[config.mk]
export PLATFORM = sky130hd
export DESIGN_NAME = omega_conf_writer_8x8_flat
export DESIGN_NICKNAME = d
export VERILOG_FILES = /design/src/rtl/omega_conf_writer_8x8_if.sv /design/src/rtl/omega_conf_writer_8x8.sv /design/src/flat_wrapper.sv
export SDC_FILE = /design/constraint.sdc
export NUM_CORES = 1
export LEC_CHECK = 0
export ABC_AREA = 0
export CORE_ASPECT_RATIO = 0.5
export CORE_UTILIZATION = 49
export CTS_CLUSTER_SIZE = 24
export DETAILED_ROUTE_END_ITERATION = 8
export PLACE_DENSITY = 0.8
export SLEW_MARGIN = 20
export SYNTH_ARGS = -nofsm -noshare
export SYNTH_HDL_FRONTEND = slang
export SYNTH_SLANG_ARGS = --single-unit
[constraint.sdc]
create_clock -name clk -period 2.8 [get_ports clk]
set_input_delay 0.7 -clock clk [delete_from_list [all_inputs] [get_ports clk]]
set_output_delay 0.7 -clock clk [all_outputs]
set_load 0.03 [all_outputs]
[src/rtl/omega_conf_writer_8x8_if.sv]
// Configuration handshake between a caller and the omega conf writer.
// The caller is the master; the writer consumes through the slave view.
interface omega_conf_writer_8x8_if #(
    parameter int NUM_SW = 12,
    parameter int SEL_W  = 2
);
    logic                      conf_valid;
    logic                      conf_ready;
    logic [NUM_SW*SEL_W-1:0]   conf_data;
    logic                      conf_force;

    modport master (
        output conf_valid,
        output conf_data,
        output conf_force,
        input  conf_ready
    );

    modport slave (
        input  conf_valid,
        input  conf_data,
        input  conf_force,
        output conf_ready
    );
endinterface

[src/rtl/omega_conf_writer_8x8.sv]
// Serialises a 24-bit switch-setting vector into addressed bus words,
// skipping switches whose setting matches the shadow unless forced.
module omega_conf_writer_8x8 #(
    parameter int NUM_SW = 12,
    parameter int SEL_W  = 2,
    parameter int ID_W   = 8,
    parameter int BUS_W  = 64
) (
    input  logic                 clk,
    input  logic                 rst,
    omega_conf_writer_8x8_if.slave conf,
    output logic [BUS_W-1:0]     net_conf_bus_out,
    output logic                 busy,
    output logic                 done
);

    localparam int CONF_W = NUM_SW * SEL_W;
    localparam int IDX_W  = $clog2(NUM_SW);

    localparam logic [1:0] S_IDLE = 2'd0;
    localparam logic [1:0] S_SEND = 2'd1;
    localparam logic [1:0] S_DONE = 2'd2;

    logic [1:0]        state_q,  state_d;
    logic [CONF_W-1:0] hold_q,   hold_d;
    logic              force_q,  force_d;
    logic [IDX_W-1:0]  idx_q,    idx_d;
    logic [CONF_W-1:0] shadow_q, shadow_d;
    logic              sv_q,     sv_d;
    logic [BUS_W-1:0]  bus_q,    bus_d;

    logic [SEL_W-1:0]  cur_sel;
    logic [SEL_W-1:0]  old_sel;
    logic [ID_W-1:0]   sw_id;
    logic [BUS_W-1:0]  slot_word;
    logic              send_slot;
    logic              last_slot;
    logic              accept;

    assign conf.conf_ready  = (state_q == S_IDLE);
    assign accept           = conf.conf_valid & conf.conf_ready;
    assign busy             = (state_q != S_IDLE);
    assign done             = (state_q == S_DONE);
    assign net_conf_bus_out = bus_q;

    // Pick the new and previously committed setting of the current slot.
    always_comb begin
        cur_sel = '0;
        old_sel = '0;
        for (int k = 0; k < NUM_SW; k++) begin
            if (idx_q == IDX_W'(k)) begin
                cur_sel = hold_q[k*SEL_W +: SEL_W];
                old_sel = shadow_q[k*SEL_W +: SEL_W];
            end
        end
    end

    assign send_slot = force_q | (cur_sel != old_sel);
    assign last_slot = (idx_q == IDX_W'(NUM_SW - 1));
    assign sw_id     = ID_W'(idx_q) + ID_W'(1);

    always_comb begin
        slot_word                        = '0;
        slot_word[0]                     = 1'b1;
        slot_word[ID_W:1]                = sw_id;
        slot_word[ID_W+SEL_W:ID_W+1]     = cur_sel;
    end

    always_comb begin
        state_d  = state_q;
        hold_d   = hold_q;
        force_d  = force_q;
        idx_d    = idx_q;
        shadow_d = shadow_q;
        sv_d     = sv_q;
        bus_d    = '0;
        unique case (state_q)
            S_IDLE: begin
                if (accept) begin
                    hold_d  = conf.conf_data;
                    force_d = conf.conf_force | ~sv_q;
                    idx_d   = '0;
                    state_d = S_SEND;
                end
            end
            S_SEND: begin
                if (send_slot) begin
                    bus_d = slot_word;
                    for (int k = 0; k < NUM_SW; k++) begin
                        if (idx_q == IDX_W'(k))
                            shadow_d[k*SEL_W +: SEL_W] = cur_sel;
                    end
                end
                if (last_slot) begin
                    state_d = S_DONE;
                end else begin
                    idx_d = idx_q + IDX_W'(1);
                end
            end
            S_DONE: begin
                sv_d    = 1'b1;
                state_d = S_IDLE;
            end
            default: begin
                state_d = S_IDLE;
            end
        endcase
    end

    always_ff @(posedge clk or posedge rst) begin
        if (rst) begin
            state_q  <= S_IDLE;
            hold_q   <= '0;
            force_q  <= 1'b0;
            idx_q    <= '0;
            shadow_q <= '0;
            sv_q     <= 1'b0;
            bus_q    <= '0;
        end else begin
            state_q  <= state_d;
            hold_q   <= hold_d;
            force_q  <= force_d;
            idx_q    <= idx_d;
            shadow_q <= shadow_d;
            sv_q     <= sv_d;
            bus_q    <= bus_d;
        end
    end

endmodule

[src/flat_wrapper.sv]
// flat-port wrapper written by rule: the top's interface ports become plain ports
module omega_conf_writer_8x8_flat 
#(
    parameter int NUM_SW = 12,
    parameter int SEL_W  = 2,
    parameter int ID_W   = 8,
    parameter int BUS_W  = 64
)
  (clk, rst, net_conf_bus_out, busy, done, conf_conf_valid, conf_conf_data, conf_conf_force, conf_conf_ready);
  omega_conf_writer_8x8_if #(.NUM_SW(NUM_SW), .SEL_W(SEL_W)) conf_i ();
  input  logic clk;
  input  logic rst;
  output logic [BUS_W-1:0] net_conf_bus_out;
  output logic busy;
  output logic done;
  input wire logic [$bits(conf_i.conf_valid)-1:0] conf_conf_valid;
  input wire logic [$bits(conf_i.conf_data)-1:0] conf_conf_data;
  input wire logic [$bits(conf_i.conf_force)-1:0] conf_conf_force;
  output wire logic [$bits(conf_i.conf_ready)-1:0] conf_conf_ready;
  assign conf_i.conf_valid = conf_conf_valid;
  assign conf_i.conf_data = conf_conf_data;
  assign conf_i.conf_force = conf_conf_force;
  assign conf_conf_ready = conf_i.conf_ready;
  omega_conf_writer_8x8 #(.NUM_SW(NUM_SW), .SEL_W(SEL_W), .ID_W(ID_W), .BUS_W(BUS_W)) u_core (.clk(clk), .rst(rst), .conf(conf_i), .net_conf_bus_out(net_conf_bus_out), .busy(busy), .done(done));
endmodule
==> metrics <==
critical path fanouts, max 7; Syn Area/Cell 9.57 µm²; Hold Buf Count CTS 0; largest net degree at the start of global routing 35; post-route clock period utilization 100%; Detail Route Antenna Nets 0; final wirelength 9570 µm; Detailed Routing Iterations Pass 1 9; clock network latency to the later pin of the worst-skew pair 0.33 ns; drt first-iter violations 383; fraction of layout cells with a size suffix above 1 24.0%; H-tree depth reported by CTS 3; first-pass GRT wire length 13600 µm; CTS root buf clkbuf_16; initial antenna violation count 0; CP startpoint kind flop; DP Worst Slack 0.0258 ns; Boundary Pins 95; Synth cell types 51; register area share after synthesis 43.1%; maximum vdd ir drop 0.650 mV; placed cell area 4150 µm²; Num CTS Buffers 9; core box area 6990 µm²; leakage 0.00204 µW; width of the die 125 µm; WL/cell 17.5 µm; IO Port Bufs 38; Netlist Area Pre-Place 3710 µm²; failing checks design-rule violations, negative setup slack; Hold Crit Class reg -> reg; final setup margin -0.00120 ns; status finished, violations left; overall via count from detail_route 3127; total global-route track usage 22.3%; HPWL after detailed placement 6190 µm; die area 7950 µm²; Initial Util 53.1%; CTS max path bufs 2; Post-synth EDFFs 0; max frequency 357 MHz; final hold viol count 0; Synth-to-Final Area Change 25.5%; placed insts 527; DRC Markers 18; Via-to-Cell Ratio 5.72; GR Overflow Total 0; CTS tree done; Slew Viols, Final 0; final setup fails 1; row count 21; minimum clock period 2.80 ns; Yosys warning count 0; fin nets 483; Worst-path clk slew 0.06 ns; worst setup path class reg -> reg; Max Cap Viol 0; Pwr per Cell Area 1520 nW/µm²; Slew HR 60.7%; post-synthesis async set-or-reset flop share 100%; Final Cell Area 4660 µm²; most common flop cell mapped by yosys dfrtp_1; Post-Route Skew 0.00530 ns; CP endpoint kind flop; final core occ 66.7%; vias in the first global route 2706; RSZ-0062 raised after global routing yes; CTS sink cnt 64; WP data required 3.04 ns; Slew @ Worst Pin 0.589 ns; Placer Congestion 0.922; antenna cells 0; Post-Syn Instances 388; Die Y 63.5 µm; Yosys reg bits 64; crit path DAT 3.04 ns; fin cells 547
==> placed cells by master, fill, tap and decap left out, types with 3 or more instances in the layout <==
cell type / synthesis / layout
a2111oi_2: 1 / 4
a21oi_1: 14 / 14
a22oi_1: 3 / 3
a31oi_1: 14 / 8
a31oi_2: 0 / 6
buf_4: 59 / 30
buf_6: 0 / 3
clkbuf_16: 0 / 9
clkdlybuf4s50_1: 0 / 38
clkinv_2: 0 / 3
conb_1: 1 / 56
dfrtp_1: 64 / 62
ha_4: 0 / 3
inv_1: 36 / 33
inv_2: 0 / 3
mux2_2: 23 / 23
nand2_1: 27 / 27
nand2b_1: 5 / 5
nand3_1: 4 / 4
nand3b_1: 3 / 3
nor2_1: 11 / 11
nor2b_1: 11 / 10
nor3_1: 7 / 7
o211ai_1: 4 / 4
o21ai_0: 15 / 14
o22ai_1: 25 / 25
xnor2_2: 0 / 3
==> registers in the layout, indices dropped and copies added, names as in the netlist <==
signal and flops:
u_core.net_conf_bus_out 8, u_core.hold_q 24, u_core.idx_q 4, u_core.state_q 2, u_core.shadow_q 24, u_core.sv_q 1
u_core.force_q 1
==> final timing paths <==
kind | endpoint | slack (ns) | cells past startpoint | start
max in group asynchronous | u_core.hold_q[9] | 1.65 | 3 | rst
setup reg to reg | u_core.shadow_q[2] | -0.001 | 11 | u_core.idx_q[0]
setup / recovery | u_core.shadow_q[2] | -0.001 | 11 | u_core.idx_q[0]
hold reg to reg | u_core.hold_q[1] | 0.50 | 1 | u_core.hold_q[1]
hold / removal | u_core.hold_q[1] | 0.50 | 1 | u_core.hold_q[1]
min in group asynchronous | u_core.idx_q[1] | 0.59 | 2 | rst
==> repair_timing <==
item,in CTS,in global routing
resized for setup,1,41
setup endpoints to repair,4,32
endpoints found under the hold margin,0,0
cloned,0,3
pin swaps,2,11
setup buffers,0,2
==> where the power goes <==
part	switching, µW	internal, µW
logic	2510	1820
clock network	390	703
registers	303	1350
==> routing by layer <==
| layer | up-vias | part of all wire (%) | track usage [%] |
|---|---|---|---|
| li1 | 1364 | - | - |
| met1 | 1484 | 43 | 30.1 |
| met2 | 248 | 44 | 33.9 |
| met3 | 31 | 10 | 6.97 |
| met4 | 0 | 2.5 | 8.23 |
| met5 | - | 0 | 0 |
==> cells in the mapped netlist, types with 2 or more instances <==
| cell type | n | share of area (%) |
|---|---|---|
| dfrtp_1 | 64 | 43 |
| buf_4 | 59 | 12 |
| inv_1 | 36 | 3.6 |
| nand2_1 | 27 | 2.7 |
| o22ai_1 | 25 | 4.2 |
| mux2_2 | 23 | 7.0 |
| o21ai_0 | 15 | 2.0 |
| a21oi_1 | 14 | 1.9 |
| a31oi_1 | 14 | 2.4 |
| nor2_1 | 11 | 1.1 |
| nor2b_1 | 11 | 1.9 |
| buf_2 | 10 | 1.3 |
| nor3_1 | 7 | 0.94 |
| clkbuf_1 | 6 | 0.61 |
| nand2b_1 | 5 | 0.84 |
| ha_1 | 4 | 1.3 |
| nand3_1 | 4 | 0.54 |
| o211ai_1 | 4 | 0.81 |
| xnor2_1 | 4 | 0.94 |
| a2111oi_1 | 3 | 0.81 |
| a22oi_1 | 3 | 0.61 |
| nand3b_1 | 3 | 0.61 |
| a21o_1 | 2 | 0.40 |
| a311oi_1 | 2 | 0.47 |
| and3b_1 | 2 | 0.47 |
| buf_1 | 2 | 0.20 |
| o221a_2 | 2 | 0.61 |
| o31ai_2 | 2 | 0.67 |
| xor2_1 | 2 | 0.47 |
==> area by class of cell <==
cell class	count	area, µm²
Sequential cell	64	1600
Clock buffer	11	243
Fill cell	506	2330
Multi-Input combinational cell	266	1830
Clock inverter	4	45.0
Tap cell	92	115
Inverter	36	135
Timing Repair Buffer	74	684
==> stage by stage <==
step	setup TNS, ns	hold slack [ns]	total power (µW)
after detailed placement	0	0.456	5040
after global routing	-0.564	0.530	7370
after CTS	0	0.477	6150
after global placement	0	0.461	4960
after floorplan	0	0.440	3860
final	-0.00120	0.501	7080
==> logic make-up (layout without fill, tap and decap cells) <==
logic type               after synthesis  after routing  share of synthesized area, %
buffers and inverters                113            125                          17.7
AO/OA/AOI/OAI                        100            100                          18.7
AND/OR/NAND/NOR                       77             77                          10.6
flip-flops                            64             64                          43.1
multiplexers                          23             23                          6.98
XOR/XNOR                               6              6                          1.42
adder cells (fa/ha/maj)                4              4                          1.35
other                                  1             56                         0.101
==> worst max-delay path, cell delays in order, from the launching register on <==
cell,delay [ns]
dfrtp_2,0.48
inv_2,0.12
ha_2,0.23
buf_4,0.15
nor2b_1,0.14
o21ai_1,0.07
a32o_1,0.25
a211oi_4,0.40
xor2_2,0.31
buf_4,0.23
a31oi_2,0.12
o22ai_1,0.20
Note: power is estimated with default switching activity, not from simulation.
